`src/rtl/matriz_det_host.sv`:
```
// Host-side controller for the 5x5 determinant core: packs a byte stream into the
// matrix bus, holds start until done (or timeout), then streams det out LSB first.
module matriz_det_host #(
  parameter int N       = 5,
  parameter int ELEM_W  = 8,
  parameter int DET_W   = 32,
  parameter int TIMEOUT = 64
) (
  input  logic                      clk,
  input  logic                      reset,
  input  logic [ELEM_W-1:0]         in_data,
  input  logic                      in_valid,
  output logic                      in_ready,
  output logic [7:0]                out_data,
  output logic                      out_valid,
  input  logic                      out_ready,
  output logic [N*N*ELEM_W-1:0]     matriz_A,
  output logic                      start,
  input  logic                      done,
  input  logic [DET_W-1:0]          det,
  output logic                      busy,
  output logic                      timeout_err
);

  localparam int NELEM  = N * N;
  localparam int NBYTES = DET_W / 8;
  localparam int EW     = $clog2(NELEM);
  localparam int BW     = $clog2(NBYTES);
  localparam int TW     = $clog2(TIMEOUT);

  typedef enum logic [1:0] {LOAD, RUN, SEND} state_t;

  state_t           state;
  logic [EW-1:0]    elem_cnt;
  logic [BW-1:0]    byte_cnt;
  logic [TW-1:0]    tmo_cnt;
  logic [DET_W-1:0] result;

  // Every output is a register updated together with the state transition that
  // implies it, so the core and the byte link never see decode glitches.
  always_ff @(posedge clk) begin
    if (reset) begin
      state       <= LOAD;
      elem_cnt    <= '0;
      byte_cnt    <= '0;
      tmo_cnt     <= '0;
      result      <= '0;
      matriz_A    <= '0;
      start       <= 1'b0;
      in_ready    <= 1'b1;
      out_valid   <= 1'b0;
      out_data    <= '0;
      busy        <= 1'b0;
      timeout_err <= 1'b0;
    end else begin
      // NOTE: non-blocking assignments only; every read below sees the pre-edge value.
      case (state)
        LOAD: begin
          if (in_valid) begin
            matriz_A[elem_cnt*ELEM_W +: ELEM_W] <= in_data;
            if (elem_cnt == '0) timeout_err <= 1'b0;
            if (elem_cnt == EW'(NELEM - 1)) begin
              elem_cnt <= '0;
              state    <= RUN;
              start    <= 1'b1;
              in_ready <= 1'b0;
              busy     <= 1'b1;
            end else begin
              elem_cnt <= elem_cnt + 1'b1;
            end
          end
        end

        RUN: begin
          if (done) begin
            result    <= det;
            out_data  <= det[7:0];
            out_valid <= 1'b1;
            start     <= 1'b0;
            tmo_cnt   <= '0;
            state     <= SEND;
          end else if (tmo_cnt == TW'(TIMEOUT - 1)) begin
            // Abort: dropping start also clears the core's internal count.
            start       <= 1'b0;
            timeout_err <= 1'b1;
            tmo_cnt     <= '0;
            in_ready    <= 1'b1;
            busy        <= 1'b0;
            state       <= LOAD;
          end else begin
            tmo_cnt <= tmo_cnt + 1'b1;
          end
        end

        SEND: begin
          if (out_ready) begin
            if (byte_cnt == BW'(NBYTES - 1)) begin
              byte_cnt  <= '0;
              out_valid <= 1'b0;
              in_ready  <= 1'b1;
              busy      <= 1'b0;
              state     <= LOAD;
            end else begin
              byte_cnt <= byte_cnt + 1'b1;
              out_data <= result[(int'(byte_cnt) + 1) * 8 +: 8];
            end
          end
        end

        default: state <= LOAD;
      endcase
    end
  end

endmodule
```
`config.mk`:
```
export PLATFORM = sky130hd
export DESIGN_NAME = matriz_det_host
export DESIGN_NICKNAME = d
export VERILOG_FILES = /design/src/rtl/matriz_det_host.sv
export SDC_FILE = /design/constraint.sdc
export NUM_CORES = 1
export LEC_CHECK = 0
export CORE_ASPECT_RATIO = 2
export CORE_MARGIN = 1
export CORE_UTILIZATION = 53
export CTS_CLUSTER_SIZE = 16
export DETAILED_ROUTE_END_ITERATION = 8
export GPL_ROUTABILITY_DRIVEN = 0
export GPL_TIMING_DRIVEN = 0
export PLACE_DENSITY = 0.84
export SLEW_MARGIN = 25
export SYNTH_ARGS = -nofsm -noshare
export SYNTH_HDL_FRONTEND = slang
export SYNTH_SLANG_ARGS = --single-unit
```
`constraint.sdc`:
```
create_clock -name clk -period 9.32 [get_ports clk]
set_clock_uncertainty 0.15 [all_clocks]
set_input_delay 1.398 -clock clk [delete_from_list [all_inputs] [get_ports clk]]
set_output_delay 1.398 -clock clk [all_outputs]
set_load 0.01 [all_outputs]
```
==> flow_metrics.env <==
export IMPL_clock_path_buffers=3
export IMPL_overflow=0
export IMPL_nNetsFinal=1481
export IMPL_synth_cell_types=55
export IMPL_critPathLaunchType="register"
export IMPL_row_count=72
export IMPL_synth_nets=1204
export IMPL_cp_max_fo=10
export IMPL_numCtsBuffers=21
export IMPL_max_slew_margin_pct=39.3
export IMPL_grt_pass1_wl_um=52700
export IMPL_r2r_start="elem_cnt[0]"
export IMPL_critical_path_max_stage_delay_ps=690
export IMPL_grt_setup_unrepaired="no"
export IMPL_ys_seq_elements=252
export IMPL_ys_flop_type="dfxtp_1"
export IMPL_p_sw_share_pct=23.6
export IMPL_synth_edf_count=0
export IMPL_postLayoutCoreUtil_pct=72.8
export IMPL_vias=9688
export IMPL_yosysWarnings=0
export IMPL_path_class="reg2reg"
export IMPL_seq_area_frac_synth_pct=48.4
export IMPL_portBuffers=254
export IMPL_worst_pin_slew_ps=901
export IMPL_drtIter0Drc=513
export IMPL_io_pins=258
export IMPL_via_per_inst=5.70
export IMPL_ir_drop_uv=166
export IMPL_htreeDepth=1
export IMPL_antenna_found_initial=1
export IMPL_cap_violations=0
export IMPL_synth_area_um2=10400
export IMPL_wl_um=35000
export IMPL_root_buffer="clkbuf_16"
export IMPL_drive_gt1_share_pct=5.07
export IMPL_final_cell_mix="311 x nand2_1, 254 x clkdlybuf4s50_1, 252 x dfxtp_1, 182 x mux2i_1, 62 x clkbuf_1"
export IMPL_drtPass1Iterations=5
export IMPL_finalSetupTns_ps=0
export IMPL_pwr_share_comb_pct=7.8
export IMPL_worst_slack_ps=4950
export IMPL_cpMaxStageDelayCell="mux2i_1"
export IMPL_cts_resized_gates=0
export IMPL_async_flop_share_pct=0
export IMPL_cell_internal_pwr_mw=1.67
export IMPL_max_freq_mhz=229
export IMPL_hold_path_class="reg2reg"
export IMPL_clock_sinks=252
export IMPL_startpoint="elem_cnt[0]"
export IMPL_clkPwrFrac_pct=42.7
export IMPL_start_util_pct=54.1
export IMPL_drt_wirelength_per_cell_um=20.6
export IMPL_cts_repair_timing_setup_buffer_count=0
export IMPL_endpoint_kind="register"
export IMPL_switching_power_uw=515
export IMPL_grt_start_max_net_pins=17
export IMPL_power_leakage_nw=5.48
export IMPL_path_delay_family="buffers and inverters"
export IMPL_post_route_period_util_pct=46.9
export IMPL_place_ws_ps=5250
export IMPL_clk_insertion_delay_late_ps=500
export IMPL_p_seq_share_pct=49.5
export IMPL_areaGrowthSynthToFinish_pct=34.5
export IMPL_dp_hpwl_um=26700
export IMPL_ctsHoldBuffers=0
export IMPL_clk_pin_slew_ps=70
export IMPL_fin_crit_ps=4370
export IMPL_grt_usage_pct=34.2
export IMPL_final_max_slew_viol_count=0
export IMPL_layout_cells_non_filler=1700
export IMPL_dp_cells=1663
export IMPL_die_h_um=200
export IMPL_die_width_um=101
export IMPL_grt_pass1_vias=9858
export IMPL_syn_avg_cell_area_um2=9.07
export IMPL_critical_path_cell_chain="buf_2 -> inv_1 -> ha_1 -> nand2b_1 -> nor2_1 -> ha_1 -> clkbuf_1 -> nand3b_1 -> mux2i_1 -> clkbuf_1 -> nand3_1 -> mux2i_1"
export IMPL_cp_num_buf_inv=4
export IMPL_setup_viol=0
export IMPL_coreArea_um2=19300
export IMPL_nFillCells=1478
export IMPL_power_density_nw_per_um2=156
export IMPL_cts_tree="built"
export IMPL_syn_inst=1150
export IMPL_route_detailed_drc=0
export IMPL_hold_viol=0
export IMPL_ant_nets=0
export IMPL_critPathArrivalTime_ps=4660
export IMPL_worst_ep_required_time_ps=9600
export IMPL_die_area_um2=20300
export IMPL_status="completed"
export IMPL_hold_path_startpoint="matriz_A[3]"
export IMPL_mostFrequentLayoutCell="nand2_1"
-- power groups by stage --
stage	clock, mW	combinational (mW)	sequential, mW
2_1_floorplan	0	0.0942	1.11
3_5_place_dp	0	0.163	1.11
4_1_cts	0.936	0.165	1.08
3_3_place_gp	0	0.161	1.11
5_1_grt	0.976	0.178	1.08
6_report	0.933	0.170	1.08
-- Yosys cell counts, drive strengths merged, types with 8 or more instances --
cell	n	area share, %
nor2b	15	0.90
nand2b	9	0.54
nor3	9	0.54
a21oi	54	2.6
dfxtp	252	48
o211ai	10	0.72
clkbuf	61	2.2
buf	17	0.84
ha	9	1.1
nand3	54	2.8
o221ai	8	0.67
nand2	311	11
nand4	26	1.6
mux2i	182	17
nor2	33	1.3
o21ai	23	1.1
and2	8	0.48
and3	9	0.54
-- area by class of cell --
class | instances | area, µm² | area share [%]
flip-flops and latches | 252 | 5040 | 36.0
multi-input cells | 812 | 5040 | 35.9
repair buffers | 254 | 2540 | 18.1
clock buffers | 32 | 657 | 4.68
well taps | 259 | 324 | 2.31
plain buffers | 78 | 318 | 2.26
clock inverters | 4 | 72.6 | 0.517
inverters | 8 | 30.0 | 0.214
diodes | 1 | 2.50 | 0.0178
-- tightest hold or removal path, cell delays in order (launching register included) --
cell and delay, ps:
dfxtp_1 310, nand2_1 50, a21oi_1 50
-- sequential cells by signal (all words and copies together) (netlist names) --
signal / flops
in_ready: 1
timeout_err: 1
busy: 1
result: 24
start: 1
out_data: 8
elem_cnt: 5
byte_cnt: 2
tmo_cnt: 6
state: 2
matriz_A: 200
out_valid: 1
-- logic make-up after synthesis --
logic type / count (synthesis) / share of synthesized area, %
simple gates: 499 / 22.3
compound gates: 108 / 6.12
mux: 187 / 18.0
fa+ha+maj: 9 / 1.08
flops: 252 / 48.4
buf+inv: 86 / 3.33
xor+xnor: 9 / 0.827
-- metrics by stage --
stage | total power [mW] | hold slack (ps) | instance area [µm²]
floorplan | 1.20 | 286 | 10400
global placement | 1.27 | 290 | 13300
detailed placement | 1.27 | 294 | 13300
CTS | 2.18 | 303 | 14000
global route | 2.24 | 313 | 14000
finish | 2.18 | 302 | 14000
-- layer usage --
layer | part of all wire [%] | wire, µm | up-vias | GRT usage, %
li1 | - | - | 4476 | -
met1 | 31 | 10800 | 4545 | 30.7
met2 | 54 | 18800 | 487 | 63.5
met3 | 6.0 | 2090 | 180 | 5.75
met4 | 9.4 | 3300 | 0 | 29.1
met5 | 0 | 0 | - | 0
-- worst paths after layout --
check | slack, ps | end | cells past startpoint
setup / recovery | 4950 | matriz_A[103] | 12
hold / removal | 300 | matriz_A[3] | 2
setup reg to reg | 4950 | matriz_A[103] | 12
hold reg to reg | 300 | matriz_A[3] | 2
No activity file was read; power rests on OpenSTA's default activity.
==> RTL edit 1 (config.mk and constraints unchanged) <==
`TIMEOUT`: 64 -> 128.
--- a/src/rtl/matriz_det_host.sv
+++ b/src/rtl/matriz_det_host.sv
@@ -4,7 +4,7 @@
   parameter int N       = 5,
   parameter int ELEM_W  = 8,
   parameter int DET_W   = 32,
-  parameter int TIMEOUT = 64
+  parameter int TIMEOUT = 128
 ) (
   input  logic                      clk,
   input  logic                      reset,
Formal check against the unedited RTL: same outputs for any inputs over 4 cycles, from zero or initial values and one cycle with reset high; that may be too few to reach the edited logic, so the function may still have changed.
==> RTL edit 1 against the unedited design <==
Area after synthesis fell by 3.7%. Routed wire length decreased by 4.0%. Sequential cell count rose by 1. Clock power down 5.7%. Critical path depth is 1 lower. Maximum frequency up 16%. Final area decreased by 3.6%. Worst setup slack better by 590 ps. Total power fell by 3.0%. Die area fell by 3.7%. Critical endpoint is now matriz_A[71]$_SDFFE_PP0P_. Largest power group unchanged.
==> RTL edit 1: results <==
group,metric,value,unit
die,fp.dieW,99.3,um
layout,num-nets-final,1412,
placed_design,dpl-instance-area,12900,um^2
synthesis,synth_compound_area_frac,0.102,
worst_setup_path,critPathSlowestCell,"nor4_4",
synthesis,async_flop_share,0,
timing,relSlewSlack,0.355,
synthesis,ys_seq_area_frac,0.504,
synthesis,synth_common_cells,"dfxtp_1 (253), nor2_1 (118), nand2_1 (115)",
layout,n_antenna_cell,0,
layout,final.clkbuf_count,34,
global_route,overflow,0,
synthesis,synthTopCellsByArea,"dfxtp_1 (50%), mux2i_1 (11%), nor2_1 (4.4%)",
global_route,grt_pass1_wl,50200,um
drt,first_iter_violations,494,
layout,seq_share,0.374,
layout,drive_above_1_share,0.0540,
pwr,ir_drop,0.177,mV
drt,dr_total_vias,9248,
layout,clockNetworkAreaShare,0.0495,
synthesis,yosys_register_bits,253,
worst_setup_path,arrival,4010,ps
layout,multi_input_cells,742,
clocking,insertion_delay,500,ps
synthesis,synth_fa_ha_area_frac,0.0112,
global_route,track_usage,0.336,
global_route,grt_max_degree,17,
worst_setup_path,cp_top_family,"simple AND/OR/NAND/NOR gates",
layout,nonClkBufAreaFrac,0.213,
synthesis,syn-num-nets,1135,
drt,routedWlPerCell,21.2,um
status,outcome,"completed",
global_route,grt_pass1_vias,9283,
layout,signal_buffers,333,
layout,inverters_excl_clock,7,
synthesis,synthXorXnorAreaFrac,0.0122,
global_route,antenna_found_initial,0,
synthesis,synthMuxAreaShare,0.109,
placed_design,hpwl,24600,um
layout,nFillCells,1363,
layout,multi_input_area_share,0.341,
worst_setup_path,worst_path_largest_cell_delay,860,ps
pwr,cellLeakagePower,5.07,nW
## RTL edit 1: tightest hold or removal path, stage by stage, from the launching register on
cell and delay [ps]:
dfxtp_1 310, nand2_1 50, a21oi_1 50
## RTL edit 1: logic make-up (layout without fill, tap and decap cells)
group	Yosys count	count (layout)
flip-flops	253	253
AND/OR/NAND/NOR	438	438
XOR/XNOR	11	11
adder cells (fa/ha/maj)	9	9
buffers and inverters	86	376
AO/OA/AOI/OAI	175	175
multiplexers	109	109
## RTL edit 1: per-layer routing
metal,vias to the layer above,routed length (um),global-route usage
met2,461,17700,0.639
met3,137,2370,0.0656
li1,4295,-,-
met1,4355,11200,0.322
met5,-,0,0
met4,0,2260,0.209
## RTL edit 1: power by group
| group | internal [mW] | switching (mW) | total [mW] |
|---|---|---|---|
| clock network | 0.492 | 0.387 | 0.880 |
| registers | 1.08 | 0.00241 | 1.09 |
| logic | 0.0465 | 0.108 | 0.154 |
| total | 1.62 | 0.497 | 2.12 |
## RTL edit 1: worst paths after layout
kind                          endpoint                 startpoint  slack [ps]  cells after the start
max          matriz_A[71]$_SDFFE_PP0P_   elem_cnt[0]$_SDFFE_PP0P_        5530                     11
min          matriz_A[78]$_SDFFE_PP0P_  matriz_A[78]$_SDFFE_PP0P_         300                      2
max reg2reg  matriz_A[71]$_SDFFE_PP0P_   elem_cnt[0]$_SDFFE_PP0P_        5530                     11
min reg2reg  matriz_A[78]$_SDFFE_PP0P_  matriz_A[78]$_SDFFE_PP0P_         300                      2
## RTL edit 1: through the flow
stage,util,worst slack (ps),std cells,hold slack [ps]
2_1_floorplan,-,6260,1081,286
3_3_place_gp,0.699,5330,1551,288
3_5_place_dp,0.699,5320,1551,296
4_1_cts,0.736,5630,1587,305
5_1_grt,0.736,5410,1587,316
6_report,0.736,5530,1587,304
==> RTL edit 2 (same flow settings) <==
Without the edit above. Re-encode `state_t` (3 states) as one-hot, 3 bits wide.
--- a/src/rtl/matriz_det_host.sv
+++ b/src/rtl/matriz_det_host.sv
@@ -28,7 +28,7 @@
   localparam int BW     = $clog2(NBYTES);
   localparam int TW     = $clog2(TIMEOUT);
 
-  typedef enum logic [1:0] {LOAD, RUN, SEND} state_t;
+  typedef enum logic [2:0] {LOAD = 3'b001, RUN = 3'b010, SEND = 3'b100} state_t;
 
   state_t           state;
   logic [EW-1:0]    elem_cnt;
Check against the original RTL: same outputs for any inputs over 4 cycles, from zero or initial values and one cycle with reset high; so few cycles prove little.
==> RTL edit 2 against the unedited design <==
Total power increased by 2.0%. Non-clock buffer count grew 13. Routed wire length increased by 2.3%. Critical endpoint is now elem_cnt[1]$_SDFFE_PP0P_. Area after synthesis is 6.2% higher. Worst setup slack improved by 250 ps. Final area increased by 4.8%. Critical path depth down 6. Count of clock-buffer cells in the layout is 1 lower. Synthesized cell count rose by 1.5%. Sequential cell count rose by 1. Largest cell class is now multi-input combinational cells.
==> RTL edit 2: results <==
group,metric,value,unit
synthesis,ys_types,65,
clocking,insertion_delay,510,ps
global_route,grt_pass1_wl,54900,um
placed_design,hpwl,27200,um
synthesis,synthTopCellsByArea,"dfxtp_1 (46%), mux2i_1 (13%), nand2b_1 (9.5%)",
layout,reg.largest.list,"matriz_A x200, result x24, out_data x8",
layout,syn2layout_area_growth,32.7,%
pwr,ir_drop,0.143,mV
global_route,track_usage,0.328,
pwr,cellLeakagePower,5.63,nW
global_route,grt_max_degree,16,
synthesis,ys_seq_area_frac,0.457,
drt,first_iter_violations,469,
layout,n_antenna_cell,0,
clocking,clk_pin_slew_worst_paths,70,ps
synthesis,synth_compound_area_frac,0.0896,
layout,num-nets-final,1495,
worst_setup_path,critPathSlowestCell,"clkbuf_1",
layout,nFillCells,1582,
placed_design,port_buffers,253,
drt,routedWlPerCell,20.8,um
drt,viasPerCell,5.83,
worst_setup_path,worst_path_largest_cell_delay,630,ps
clocking,cts_buffer_depth,3,
synthesis,yosysTopAreaCellShare,0.457,
synthesis,yosysWarnings,0,
worst_setup_path,cp_max_fo,10,
global_route,grt_pass1_vias,10231,
synthesis,syn_inst,1167,
global_route,antenna_found_initial,0,
clocking,postCtsSetupRepairBufs,0,
synthesis,synthMuxAreaShare,0.138,
clocking,cts_made_buffers,23,
status,outcome,"completed",
worst_setup_path,arrival,4350,ps
hold_path,hold_path.class,"reg2reg",
drt,firstDrtPassIters,7,
timing,tightest_slew,1020,ps
layout,final_cell_count_no_fill,1723,
placed_design,dpl-instance-area,13900,um^2
synthesis,synth_common_cells,"dfxtp_1 (253), nand2b_1 (169), mux2i_1 (147)",
synthesis,synthXorXnorAreaFrac,0.00621,
synthesis,synth_fa_ha_area_frac,0.00564,
clocking,h-tree-depth,1,
layout,drive_above_1_share,0.0659,
worst_setup_path,crit_path_start_kind,"input pin",
## RTL edit 2: through the flow
step | hold WS [ps] | worst slack, ps
floorplan | 286 | 6330
global placement | 292 | 4820
detailed placement | 297 | 4840
CTS | 306 | 5340
global route | 332 | 5200
finish | 306 | 5200
## RTL edit 2: cell type report
type,instances,area share
well taps,266,0.0226
plain buffers,92,0.0266
inverters,8,0.00204
clock buffers,31,0.0439
multi-input cells,814,0.381
clock inverters,6,0.00740
repair buffers,253,0.172
flip-flops and latches,253,0.344
## RTL edit 2: final timing paths
| path | endpoint | depth (start not counted) | slack [ps] | start |
|---|---|---|---|---|
| setup / recovery | elem_cnt[1]$_SDFFE_PP0P_ | 6 | 5200 | reset |
| hold / removal | result[29]$_SDFFE_PP0P_ | 2 | 310 | result[29]$_SDFFE_PP0P_ |
| setup reg to reg | matriz_A[88]$_SDFFE_PP0P_ | 11 | 5580 | elem_cnt[0]$_SDFFE_PP0P_ |
| hold reg to reg | result[29]$_SDFFE_PP0P_ | 2 | 310 | result[29]$_SDFFE_PP0P_ |
## RTL edit 2: routing by layer
layer  wire length (um)  vias to the layer above  share of wire  GRT usage
met3               2160                      168          0.060     0.0593
met4               2920                        0          0.082      0.255
met5                  0                        -              0          0
met2              19000                      500           0.53      0.629
met1              11700                     4748           0.33      0.304
li1                   -                     4634              -          -
## RTL edit 2: worst max-delay path: cells and delay by family
family | cells | cell delay, ps
buffers and inverters | 5 | 2840
AO/OA/AOI/OAI | 1 | 100
## RTL edit 2: power breakdown
part           internal (mW)  switching [mW]
combinational         0.0569           0.113
clock                  0.566           0.407
sequential              1.08         0.00197
## RTL edit 2: cell families (layout without fill, tap and decap cells)
family,after synthesis,after routing
flip-flops,253,253
adder cells (fa/ha/maj),5,5
buffers and inverters,100,390
AND/OR/NAND/NOR,484,484
AO/OA/AOI/OAI,166,166
multiplexers,152,152
XOR/XNOR,7,7
